## src/rtl/bus_mem_responder_pkg.sv

```systemverilog
// Shared types for the bus-side memory responder: FSM states, strobe bundle, widths.
// Also provides the state-to-strobe decode used for the registered pin drivers.
package slc3_bus_pkg;

    localparam int DATA_W = 16;
    localparam int CNT_W  = 4;

    typedef enum logic [2:0] {
        ST_IDLE     = 3'd0,
        ST_RD       = 3'd1,
        ST_WR_SETUP = 3'd2,
        ST_WR_PULSE = 3'd3,
        ST_WR_HOLD  = 3'd4
    } mem_state_t;

    typedef struct packed {
        logic ce_n;
        logic oe_n;
        logic we_n;
    } mem_strobe_t;

    localparam mem_strobe_t STROBE_IDLE = '{ce_n: 1'b1, oe_n: 1'b1, we_n: 1'b1};

    // Unreachable encodings fall into the default and park the pins inactive.
    function automatic mem_strobe_t strobe_for(input mem_state_t s);
        mem_strobe_t st;
        st = STROBE_IDLE;
        case (s)
            ST_RD:                   st = '{ce_n: 1'b0, oe_n: 1'b0, we_n: 1'b1};
            ST_WR_SETUP, ST_WR_HOLD: st = '{ce_n: 1'b0, oe_n: 1'b1, we_n: 1'b1};
            ST_WR_PULSE:             st = '{ce_n: 1'b0, oe_n: 1'b1, we_n: 1'b0};
            default:                 st = STROBE_IDLE;
        endcase
        return st;
    endfunction

endpackage

```

## src/rtl/mem_wait_counter.sv

```systemverilog
// Down-counter timing read wait states and write pulse width.
// Load takes priority; decrement saturates at zero.
module mem_wait_counter #(
    parameter int W = 4
) (
    input  logic         clk,
    input  logic         rst_n,
    input  logic         load,
    input  logic [W-1:0] load_val,
    input  logic         dec,
    output logic         zero
);

    logic [W-1:0] cnt;

    always_ff @(posedge clk or negedge rst_n) begin
        if (!rst_n)
            cnt <= '0;
        else if (load)
            cnt <= load_val;
        else if (dec && (cnt != '0))
            cnt <= cnt - {{(W-1){1'b0}}, 1'b1};
    end

    assign zero = (cnt == '0);

endmodule

```

## src/rtl/bus_mem_responder.sv

```systemverilog
// Bus-side MAR/MDR register pair plus the async SRAM access sequencer.
// Strobes, Busy, Done and Err are all registered from the next-state decode.
module bus_mem_responder #(
    parameter int DATA_W   = slc3_bus_pkg::DATA_W,
    parameter int RD_WAIT  = 2,
    parameter int WR_PULSE = 2
) (
    input  logic              Clk,
    input  logic              Reset_n,
    input  logic [DATA_W-1:0] Bus,
    input  logic              LD_MAR,
    input  logic              LD_MDR,
    input  logic              Req_rd,
    input  logic              Req_wr,
    output logic [DATA_W-1:0] MAR,
    output logic [DATA_W-1:0] MDR,
    output logic              Busy,
    output logic              Done,
    output logic              Err,
    output logic [DATA_W-1:0] Mem_addr,
    output logic [DATA_W-1:0] Mem_wdata,
    input  logic [DATA_W-1:0] Mem_rdata,
    output logic              Mem_CE_n,
    output logic              Mem_OE_n,
    output logic              Mem_WE_n
);

    import slc3_bus_pkg::*;

    localparam logic [CNT_W-1:0] RD_LOAD = CNT_W'(RD_WAIT - 1);
    localparam logic [CNT_W-1:0] WR_LOAD = CNT_W'(WR_PULSE - 1);

    mem_state_t        state, state_n;
    mem_strobe_t       strb;
    logic [DATA_W-1:0] mar_n, mdr_n;
    logic              done_n, err_n;
    logic              cnt_load, cnt_dec, cnt_zero;
    logic [CNT_W-1:0]  cnt_val;
    logic              any_in;

    mem_wait_counter #(.W(CNT_W)) u_wait (
        .clk      (Clk),
        .rst_n    (Reset_n),
        .load     (cnt_load),
        .load_val (cnt_val),
        .dec      (cnt_dec),
        .zero     (cnt_zero)
    );

    assign any_in = LD_MAR | LD_MDR | Req_rd | Req_wr;

    always_comb begin
        state_n  = state;
        mar_n    = MAR;
        mdr_n    = MDR;
        done_n   = 1'b0;
        err_n    = 1'b0;
        cnt_load = 1'b0;
        cnt_val  = RD_LOAD;
        cnt_dec  = 1'b0;
        case (state)
            ST_IDLE: begin
                if (LD_MAR) mar_n = Bus;
                if (LD_MDR) mdr_n = Bus;
                if (Req_rd) begin
                    state_n  = ST_RD;
                    cnt_load = 1'b1;
                    cnt_val  = RD_LOAD;
                    err_n    = Req_wr;
                end else if (Req_wr) begin
                    state_n = ST_WR_SETUP;
                end
            end
            ST_RD: begin
                err_n = any_in;
                if (cnt_zero) begin
                    mdr_n   = Mem_rdata;
                    state_n = ST_IDLE;
                    done_n  = 1'b1;
                end else begin
                    cnt_dec = 1'b1;
                end
            end
            ST_WR_SETUP: begin
                err_n    = any_in;
                state_n  = ST_WR_PULSE;
                cnt_load = 1'b1;
                cnt_val  = WR_LOAD;
            end
            ST_WR_PULSE: begin
                err_n = any_in;
                if (cnt_zero) state_n = ST_WR_HOLD;
                else          cnt_dec = 1'b1;
            end
            ST_WR_HOLD: begin
                err_n   = any_in;
                state_n = ST_IDLE;
                done_n  = 1'b1;
            end
            default: state_n = ST_IDLE;
        endcase
    end

    always_ff @(posedge Clk or negedge Reset_n) begin
        if (!Reset_n) begin
            state <= ST_IDLE;
            MAR   <= '0;
            MDR   <= '0;
            strb  <= STROBE_IDLE;
            Busy  <= 1'b0;
            Done  <= 1'b0;
            Err   <= 1'b0;
        end else begin
            state <= state_n;
            MAR   <= mar_n;
            MDR   <= mdr_n;
            strb  <= strobe_for(state_n);
            Busy  <= (state_n != ST_IDLE);
            Done  <= done_n;
            Err   <= err_n;
        end
    end

    assign Mem_addr  = MAR;
    assign Mem_wdata = MDR;
    assign Mem_CE_n  = strb.ce_n;
    assign Mem_OE_n  = strb.oe_n;
    assign Mem_WE_n  = strb.we_n;

endmodule

```

## config.mk

```make
export PLATFORM = sky130hd
export DESIGN_NAME = bus_mem_responder
export DESIGN_NICKNAME = d
export VERILOG_FILES = /design/src/rtl/bus_mem_responder_pkg.sv /design/src/rtl/mem_wait_counter.sv /design/src/rtl/bus_mem_responder.sv
export SDC_FILE = /design/constraint.sdc
export NUM_CORES = 1
export LEC_CHECK = 0
export ABC_AREA = 0
export BUFFER_PORTS_ARGS = -buffer_cell sky130_fd_sc_hd__clkbuf_2
export CAP_MARGIN = 20
export CORE_ASPECT_RATIO = 0.6
export CORE_MARGIN = 5
export CORE_UTILIZATION = 50
export DETAILED_ROUTE_END_ITERATION = 7
export GPL_TIMING_DRIVEN = 0
export PLACE_DENSITY = 0.92
export SETUP_SLACK_MARGIN = 0.5
export SLEW_MARGIN = 20
export SYNTH_ARGS = -nofsm -noshare
export SYNTH_HDL_FRONTEND = slang
export SYNTH_SLANG_ARGS = --single-unit
```

## constraint.sdc

```tcl
create_clock -name Clk -period 5.43 [get_ports Clk]
set_clock_uncertainty 0.15 [all_clocks]
set_input_delay 1.3575 -clock Clk [delete_from_list [all_inputs] [get_ports Clk]]
set_output_delay 1.3575 -clock Clk [all_outputs]
set_load 0.005 [all_outputs]
```

==> impl_metrics.env, run 1 <==
export IMPL_path_class="flop to primary output"
export IMPL_routed_wl_um=5227
export IMPL_grt_pass1_wl_um=8707
export IMPL_antenna_left=0
export IMPL_drive_gt1_share_pct=69.15
export IMPL_final_setup_viol_count=0
export IMPL_cts_max_level=2
export IMPL_clock_latency_ns=0.29
export IMPL_async_flop_share_pct=100.0
export IMPL_outcome="completed"
export IMPL_slew_viol_final=0
export IMPL_fill_cells=360
export IMPL_die_w_um=97.63
export IMPL_synth_fa_ha_area_share_pct=0.5432
export IMPL_setup_tns_ns=0
export IMPL_fin_nets=333
export IMPL_hold_class="flop to flop"
export IMPL_synth_edff_count=0
export IMPL_via_count=1758
export IMPL_dieArea_sq_mm=0.006109
export IMPL_placed_cells=350
export IMPL_syn_area_per_cell_sq_um=12.80
export IMPL_powerDensity_mw_per_mm2=635.2
export IMPL_worst_pin_slew_ns=0.5577
export IMPL_postCtsSetupRepairBufs=0
export IMPL_clock_path_buffers=2
export IMPL_gp_congestion=0.8770
export IMPL_rsz0062_at_grt="no"
export IMPL_min_period_over_period_pct=45.41
export IMPL_synth_warnings=0
export IMPL_std_cell_rows=19
export IMPL_synth_xor_area_share_pct=0
export IMPL_io_buffers=107
export IMPL_cts_root_buf="clkbuf_8"
export IMPL_p_leak_nw=1.558
export IMPL_synth_area_sq_mm=0.002303
export IMPL_syn_inst=180
export IMPL_maxCapViolCount=0
export IMPL_reg2reg_from="state[1]"
export IMPL_cts_buffers=5
export IMPL_drtPass1Iterations=4
export IMPL_cts_tree="built"
export IMPL_timing_slew_headroom_pct=62.82
export IMPL_design_area_sq_mm=0.003032
export IMPL_dpl_cell_area_sq_mm=0.002918
export IMPL_ys_types=31
export IMPL_overflow=0
export IMPL_ys_flop_type="dfrtp_1"
export IMPL_final_util_pct=67.12
export IMPL_synth_compound_area_share_pct=5.215
export IMPL_worstPathMaxFanout=3
export IMPL_grt_usage_pct=17.25
export IMPL_syn_num_nets=219
export IMPL_synth_simple_gate_area_share_pct=6.247
export IMPL_rr_worst_depth=4
export IMPL_cp_required_ns=3.92
export IMPL_dieHeight_um=62.58
export IMPL_cts_clk_slew_worst_paths_ns=0.09
export IMPL_ys_seq_area_share_pct=49.05
export IMPL_ys_ff_latch=45
export IMPL_r2r_end="MDR[8]"
export IMPL_synthTopCellsByArea="dfrtp_1, mux2_2, buf_4"
export IMPL_worstHoldStart="MAR[5]"
export IMPL_yosysTopAreaCell="dfrtp_1"
export IMPL_core_sq_mm=0.004517
export IMPL_startpoint_type="flop"
export IMPL_io_pins=108
export IMPL_peakVddDrop_mv=0.3280
export IMPL_clkSinkCount=45
export IMPL_synth_mux_area_share_pct=25.10
export IMPL_hold_path_cell_count=1
export IMPL_synth_top_family_by_area="multiplexers"
export IMPL_antenna_found_initial=0
export IMPL_timing_fmax_mhz=405.5
export IMPL_start_util_pct=51.00
export IMPL_final_hold_viol_count=0
export IMPL_via_per_inst=4.911
export IMPL_first_global_vias=1783
export IMPL_area_delta_synth_final_pct=31.61
export IMPL_endpoint_kind="primary output"
export IMPL_wire_per_inst_um=14.60
export IMPL_diodes=0
export IMPL_arrival_ns=0.96
export IMPL_instances_no_fill=358
export IMPL_min_period_ns=2.466
export IMPL_holdPathEnd="MAR[5]"
export IMPL_r2r_setup_slack_ns=3.24
export IMPL_cts_hold_buf=0
export IMPL_drtIter0Drc=71
export IMPL_synth_top_area_share_pct=45.63
export IMPL_ctsResizeCount=0
export IMPL_grt_start_max_net_pins=46
export IMPL_hpwl_um=4022
export IMPL_drc_errors=0
[stage by stage]
| stage | hold slack (ns) | power, mW | worst slack, ns |
|---|---|---|---|
| floorplan | 0.3567 | 1.292 | 3.036 |
| global placement | 0.3624 | 1.649 | 2.883 |
| detailed placement | 0.3691 | 1.694 | 2.863 |
| CTS | 0.3924 | 1.950 | 2.950 |
| global route | 0.4102 | 2.066 | 2.912 |
| finish | 0.3906 | 1.926 | 2.964 |
[how the worst max path moves through the flow]
stage               slack, ns      endpoint  startpoint
finish                   2.96   Mem_addr[9]      MAR[9]
global route             2.91  Mem_addr[13]     MAR[13]
CTS                      2.95   Mem_addr[9]      MAR[9]
detailed placement       2.86        MAR[9]      LD_MAR
global placement         2.88       MDR[14]      LD_MDR
floorplan                3.04       MDR[10]      LD_MDR
[cells in the final DEF, fill, tap and decap left out, drive strengths merged, types with 2 or more instances in the layout]
| master | count |
|---|---|
| a21oi | 7 |
| a22o | 2 |
| buf | 39 |
| clkbuf | 115 |
| dfrtp | 42 |
| dfstp | 3 |
| inv | 3 |
| mux2 | 48 |
| nand2 | 3 |
| nand2b | 2 |
| nor2 | 4 |
| nor3 | 4 |
| nor3b | 2 |
| o21ai | 5 |
| o21bai | 2 |
| or3 | 2 |
| or4 | 2 |
[power breakdown]
| group | switching (mW) | leakage [nW] | internal (mW) | total [mW] |
|---|---|---|---|---|
| clock | 0.112 | 0.0554 | 0.138 | 0.250 |
| sequential | 0.127 | 0.531 | 0.509 | 0.636 |
| combinational | 0.398 | 0.972 | 0.642 | 1.04 |
[state kept, by name, summed over array words and instances, names as in the netlist]
register    cells
Mem_OE_n        1
Mem_CE_n        1
Done            1
Mem_WE_n        1
MDR            16
Err             1
MAR            16
Busy            1
state           3
u_wait.cnt      4
[cell usage after synthesis, types with 2 or more instances]
cell / instances
or3_1: 2
or4_1: 2
nand2_1: 3
nor3_1: 4
nor2_1: 4
o21ai_0: 5
mux2_2: 37
dfstp_2: 3
a21oi_1: 7
o21bai_1: 2
clkbuf_1: 3
dfrtp_1: 42
nand2b_1: 2
a22o_1: 2
mux2_4: 10
buf_4: 34
buf_2: 2
inv_1: 3
[worst max-delay path, stage by stage (launching register included)]
cell	delay [ns]
dfrtp_1	0.42
buf_4	0.14
clkbuf_2	0.10
[logic make-up (layout without fill, tap and decap cells)]
kind of cell,after synthesis,in the layout
adder cells (fa/ha/maj),1,1
AO/OA/AOI/OAI,19,19
flip-flops,45,45
AND/OR/NAND/NOR,23,23
buffers and inverters,44,159
multiplexers,48,48
[routing by layer]
metal | vias to the layer above | track usage (%) | routed length [um]
met2 | 82 | 28.67 | 2410
met5 | - | 0 | 0
li1 | 830 | - | -
met3 | 5 | 5.909 | 493
met4 | 0 | 4.663 | 40
met1 | 841 | 21.55 | 2282
[final cells by class]
type | instances | area, sq um | area share, %
sequential | 45 | 1130 | 37.27
multi-input combinational | 91 | 854.6 | 28.19
timing repair buffer | 107 | 538.0 | 17.75
buffer | 41 | 307.8 | 10.15
tap | 63 | 78.83 | 2.600
clock buffer | 6 | 72.57 | 2.394
clock inverter | 2 | 38.79 | 1.279
inverter | 3 | 11.26 | 0.3714
Note: power is estimated with default switching activity, not from simulation.
==> run 2: changes to the inputs <==
--- a/config.mk
+++ b/config.mk
@@ -10,10 +10,10 @@
 export CAP_MARGIN = 20
 export CORE_ASPECT_RATIO = 0.6
 export CORE_MARGIN = 5
-export CORE_UTILIZATION = 50
+export CORE_UTILIZATION = 42
 export DETAILED_ROUTE_END_ITERATION = 7
 export GPL_TIMING_DRIVEN = 0
-export PLACE_DENSITY = 0.92
+export PLACE_DENSITY = 0.83
 export SETUP_SLACK_MARGIN = 0.5
 export SLEW_MARGIN = 20
 export SYNTH_ARGS = -nofsm -noshare
==> constraint.sdc (replaced) <==
create_clock -name Clk -period 2 [get_ports Clk]
set_clock_uncertainty 0.15 [all_clocks]
set_input_delay 0.5 -clock Clk [delete_from_list [all_inputs] [get_ports Clk]]
set_output_delay 0.5 -clock Clk [all_outputs]
set_load 0.005 [all_outputs]
==> run 2 against run 1 <==
Against the previous run: non-clock buffer count rose by 26; critical path type is now flop to flop; core utilization up 2.7 points; first-iteration DRC count is 21% lower; power grew to 3.4 times the previous value.
==> impl_metrics.env, run 2 (same netlist as run 1, synthesis figures left out) <==
export IMPL_outcome="completed"
export IMPL_io_pins=108
export IMPL_fin_nets=359
export IMPL_maxCapViolCount=0
export IMPL_p_sw_mw=2.057
export IMPL_clkSinkCount=45
export IMPL_p_leak_nw=1.804
export IMPL_p_clk_share_pct=10.5
export IMPL_drive_gt1_share_pct=76.64
export IMPL_hpwl_um=4116
export IMPL_clock_path_buffers=2
export IMPL_cts_buffers=5
export IMPL_worstPathMaxFanout=5
export IMPL_swShare_pct=31.52
export IMPL_antenna_left=0
export IMPL_cts_tree="built"
export IMPL_pwr_share_seq_pct=27.3
export IMPL_min_period_over_period_pct=96.08
export IMPL_critPathMaxStageDelay_ns=0.40
export IMPL_cp_required_ns=2.04
export IMPL_arrival_ns=1.96
export IMPL_grt_pass1_wl_um=8914
export IMPL_power_internal_mw=4.469
export IMPL_final_hold_viol_count=0
export IMPL_startpoint_type="flop"
export IMPL_peakVddDrop_mv=0.7240
export IMPL_timing_slew_headroom_pct=59.79
export IMPL_drc_errors=0
export IMPL_core_sq_mm=0.005180
export IMPL_multi_input_area_sq_um=927.1
export IMPL_area_delta_synth_final_pct=57.09
export IMPL_antenna_found_initial=0
export IMPL_clock_latency_ns=0.30
export IMPL_layout_common_cells="clkbuf_2, buf_6, dfrtp_1"
export IMPL_first_global_vias=1806
export IMPL_overflow=0
export IMPL_slew_viol_final=0
export IMPL_layout_commonest_cell="clkbuf_2"
export IMPL_reg_largest_list="MAR (16), MDR (16), u_wait.cnt (4)"
export IMPL_path_class="flop to flop"
export IMPL_dpl_cell_area_sq_mm=0.002945
export IMPL_regArea_sq_mm=0.001132
export IMPL_critPathSlowestCell="dfrtp_1"
export IMPL_start_util_pct=44.47
export IMPL_cts_clk_slew_worst_paths_ns=0.08
export IMPL_dieHeight_um=67.37
export IMPL_cts_max_level=2
export IMPL_design_area_sq_mm=0.003618
export IMPL_via_per_inst=4.731
export IMPL_final_setup_viol_count=0
export IMPL_drtIter0Drc=56
export IMPL_fill_cells=358
export IMPL_crit_chain="inv_1 -> ha_2 -> nor3b_4 -> a22o_1 -> buf_6 -> buf_12 -> buf_12 -> mux2_4"
export IMPL_routed_wl_um=6103
export IMPL_endpoint_kind="flop"
export IMPL_setup_tns_ns=0
export IMPL_dieArea_sq_mm=0.007114
export IMPL_cts_root_buf="clkbuf_8"
export IMPL_gp_congestion=0.7988
export IMPL_combinationalPowerShare_pct=62.1
export IMPL_min_period_ns=1.922
export IMPL_diodes=0
export IMPL_die_w_um=105.6
export IMPL_grt_start_max_net_pins=46
export IMPL_via_count=1831
export IMPL_cts_hold_buf=0
export IMPL_wire_per_inst_um=15.77
export IMPL_hold_class="input pin to asynchronous set/reset pin"
export IMPL_worst_pin_slew_ns=0.6032
export IMPL_rsz0062_at_grt="yes"
export IMPL_powerDensity_mw_per_mm2=1803
export IMPL_path_common_cell="buf_12"
export IMPL_grt_usage_pct=16.04
export IMPL_timing_fmax_mhz=520.4
export IMPL_drtPass1Iterations=4
export IMPL_std_cell_rows=20
export IMPL_io_buffers=107
[run 2: cell types whose count changed in the layout (fill, tap and decap cells not counted), moves of 3 or more]
cell	previous run	this run
a21oi_2	0	3
a21oi_1	7	3
clkbuf_2	106	87
buf_12	1	4
buf_4	35	28
buf_6	1	48
[run 2: path summary, 6_finish.rpt]
kind / startpoint / end / slack, ns / cells past startpoint
worst max-delay path: u_wait.cnt[0] / MDR[6] / 0.08 / 8
worst min-delay path: Reset_n / MDR[7] / 0.08 / 1
worst max register to register: u_wait.cnt[0] / MDR[6] / 0.08 / 8
worst min register to register: MAR[14] / MAR[14] / 0.40 / 1
max in group asynchronous: Reset_n / state[1] / 1.18 / 1
min in group Clk: Bus[12] / MAR[12] / 0.29 / 2
[run 2: cell type report]
type / count / area share, %
sequential: 45 / 31.29
timing repair buffer: 133 / 25.31
inverter: 3 / 0.3112
clock inverter: 2 / 1.072
clock buffer: 6 / 2.006
tap: 66 / 2.282
buffer: 41 / 12.10
multi-input combinational: 91 / 25.62
[run 2: stage by stage]
step | cells | power [mW] | setup slack, ns | util (%) | hold WS, ns
final | 387 | 6.526 | 0.07846 | 69.86 | 0.07507
after global routing | 387 | 6.949 | 0.03636 | 69.86 | 0.1213
after CTS | 379 | 5.851 | 0.07114 | 63.50 | 0.09034
after detailed placement | 353 | 4.635 | -0.1058 | 56.86 | 0.3747
after global placement | 353 | 4.553 | -0.09205 | 56.81 | 0.3623
after floorplan | 180 | 3.554 | 0.1922 | - | 0.05441
[run 2: metal layers]
layer / global-route usage, % / vias up / routed length, um
li1: - / 879 / -
met1: 20.14 / 860 / 2629
met2: 25.48 / 82 / 2824
met3: 6.304 / 10 / 574
met4: 5.816 / 0 / 76
met5: 0 / - / 0
[run 2: timing repair]
item,CTS,global route
pin swaps,4,5
setup buffers,15,8
gates cloned,3,0
endpoints found under the setup margin,79,109
gates resized for setup,17,59
[run 2: worst max-delay path, delay by kind of cell, from the launching register on]
family,cells,cell delay [ns]
muxes,1,0.30
buffers and inverters,4,0.41
AOI/OAI and AO/OA,1,0.19
adders and majority gates,1,0.17
DFF,1,0.40
and+or+nand+nor,1,0.19
[run 2: power groups by stage]
stage | Combinational (mW) | Sequential (mW) | Clock [mW]
after floorplan | 1.84 | 1.71 | 0
after global placement | 2.84 | 1.71 | 0
after detailed placement | 2.90 | 1.74 | 0
after CTS | 3.42 | 1.73 | 0.710
after global routing | 4.35 | 1.85 | 0.747
final | 4.05 | 1.78 | 0.688
==> run 3: changes to the inputs <==
--- a/config.mk
+++ b/config.mk
@@ -8,12 +8,14 @@
 export ABC_AREA = 0
 export BUFFER_PORTS_ARGS = -buffer_cell sky130_fd_sc_hd__clkbuf_2
 export CAP_MARGIN = 20
+export CELL_PAD_IN_SITES_DETAIL_PLACEMENT = 1
+export CELL_PAD_IN_SITES_GLOBAL_PLACEMENT = 2
 export CORE_ASPECT_RATIO = 0.6
 export CORE_MARGIN = 5
-export CORE_UTILIZATION = 42
+export CORE_UTILIZATION = 26
 export DETAILED_ROUTE_END_ITERATION = 7
 export GPL_TIMING_DRIVEN = 0
-export PLACE_DENSITY = 0.83
+export PLACE_DENSITY = 0.84
 export SETUP_SLACK_MARGIN = 0.5
 export SLEW_MARGIN = 20
 export SYNTH_ARGS = -nofsm -noshare
==> run 3 against run 2 <==
Against the previous run: sequential cell count is the same; core utilization down 23 points; first-iteration DRC count is 21% higher; sequential power increased by 2%; register-to-register slack about the same; count of clock-buffer cells in the layout up 1; clock power rose by 29%.
==> impl_metrics.env, run 3 (same netlist as run 1, synthesis figures left out) <==
export IMPL_diodes=0
export IMPL_hold_class="input pin to asynchronous set/reset pin"
export IMPL_final_setup_worst_slack_ns=0.07815
export IMPL_io_pins=108
export IMPL_combinationalPowerShare_pct=62.1
export IMPL_clock_path_buffers=2
export IMPL_area_delta_synth_final_pct=72.95
export IMPL_p_leak_nw=1.985
export IMPL_grt_pass1_wl_um=11260
export IMPL_critPathSlowestCell="dfrtp_1"
export IMPL_cts_buffers=5
export IMPL_crit_chain="inv_1 -> ha_2 -> nor3b_4 -> a22o_1 -> buf_6 -> buf_12 -> mux2_4"
export IMPL_timing_fmax_mhz=520.3
export IMPL_slew_viol_final=0
export IMPL_cts_clk_slew_worst_paths_ns=0.06
export IMPL_drtPass1Iterations=3
export IMPL_min_period_over_period_pct=96.09
export IMPL_min_period_ns=1.922
export IMPL_path_class="flop to flop"
export IMPL_core_sq_mm=0.008588
export IMPL_grt_usage_pct=12.64
export IMPL_via_count=1925
export IMPL_clkSinkCount=45
export IMPL_power_internal_mw=4.923
export IMPL_powerDensity_mw_per_mm2=1791
export IMPL_startpoint_type="flop"
export IMPL_endpoint_kind="flop"
export IMPL_swShare_pct=31.01
export IMPL_drc_errors=0
export IMPL_clock_latency_ns=0.29
export IMPL_reg2reg_from="u_wait.cnt[0]"
export IMPL_final_hold_viol_count=0
export IMPL_cts_root_buf="clkbuf_16"
export IMPL_p_sw_mw=2.213
export IMPL_timing_slew_headroom_pct=55.95
export IMPL_std_cell_rows=26
export IMPL_grt_start_max_net_pins=46
export IMPL_worst_pin_slew_ns=0.6607
export IMPL_multi_input_area_sq_um=988.4
export IMPL_worstPathMaxFanout=10
export IMPL_drtIter0Drc=68
export IMPL_first_global_vias=2153
export IMPL_r2r_setup_slack_ns=0.08
export IMPL_pwr_share_seq_pct=25.5
export IMPL_gp_congestion=0.6838
export IMPL_wire_per_inst_um=16.55
export IMPL_dieHeight_um=82.91
export IMPL_maxCapViolCount=0
export IMPL_dp_slack_ns=-0.1199
export IMPL_start_util_pct=26.82
export IMPL_io_buffers=107
export IMPL_cts_tree="built"
export IMPL_cp_required_ns=2.02
export IMPL_antenna_left=0
export IMPL_reg_largest_list="MAR (16), MDR (16), u_wait.cnt (4)"
export IMPL_hpwl_um=4869
export IMPL_final_setup_viol_count=0
export IMPL_layout_common_cells="clkbuf_2, buf_6, dfrtp_1"
export IMPL_peakVddDrop_mv=0.6567
export IMPL_drive_gt1_share_pct=77.31
export IMPL_cts_hold_buf=0
export IMPL_dieArea_sq_mm=0.01090
export IMPL_cts_max_level=2
export IMPL_regArea_sq_mm=0.001132
export IMPL_fin_nets=373
export IMPL_via_per_inst=4.306
export IMPL_rsz0062_at_grt="yes"
export IMPL_antenna_found_initial=0
export IMPL_fill_cells=934
export IMPL_startpoint="u_wait.cnt[0]"
export IMPL_outcome="completed"
export IMPL_p_clk_share_pct=12.4
export IMPL_arrival_ns=1.94
export IMPL_crit_family="flip-flops"
export IMPL_overflow=0
export IMPL_critPathBufInv=3
export IMPL_holdWs_ns=0.1052
export IMPL_die_w_um=131.5
export IMPL_critPathMaxStageDelay_ns=0.38
export IMPL_layout_commonest_cell="clkbuf_2"
export IMPL_routed_wl_um=7396
## run 3: cell types whose count changed in the layout (fill, tap and decap cells not counted), sizes merged
cell,previous run,this run
buf,84,105
bufinv,1,0
clkbuf,96,90
## run 3: routing by layer
layer | part of all wire [%] | global-route usage, % | vias to the layer above
met2 | 48 | 20.63 | 72
met3 | 6.5 | 5.254 | 6
li1 | - | - | 903
met5 | 0 | 0 | -
met4 | 0.65 | 2.334 | 0
met1 | 45 | 15.88 | 944
## run 3: per-stage QoR
stage / util, % / setup TNS [ns] / std cells / total power [mW] / area (sq um)
floorplan: - / 0 / 180 / 3.554 / 2325
global placement: 34.94 / -1.330 / 399 / 4.596 / 3000
detailed placement: 34.97 / -1.792 / 399 / 4.720 / 3003
CTS: 41.40 / 0 / 434 / 6.299 / 3556
global route: 46.39 / 0 / 447 / 7.585 / 3984
finish: 46.39 / 0 / 447 / 7.136 / 3984
## run 3: final timing paths
kind	to	depth (start not counted)
min reg2reg	MDR[6]	1
max reg2reg	MDR[10]	7
min	MAR[8]	1
min in group Clk	MAR[6]	2
max in group asynchronous	state[1]	1
max	MDR[10]	7
## run 3: layout make-up
class	instances	area share, %
plain buffers	41	11.59
clock inverters	1	0.1256
clock buffers	7	3.832
inverters	3	0.2827
repair buffers	147	27.42
well taps	112	3.518
multi-input cells	91	24.81
flip-flops and latches	45	28.42
## run 3: timing repair
item                                    4_1_cts  5_1_grt
gates cloned                                  1        0
setup buffers                                26       13
endpoints found under the setup margin       79       86
resized for setup                            36       77
pin swaps                                     2        4
## run 3: power by group through the flow
stage / clock network (mW) / registers, mW / logic [mW]
floorplan: 0 / 1.71 / 1.84
CTS: 0.913 / 1.76 / 3.63
finish: 0.885 / 1.82 / 4.43
global route: 0.951 / 1.89 / 4.74
detailed placement: 0 / 1.76 / 2.96
global placement: 0 / 1.73 / 2.87
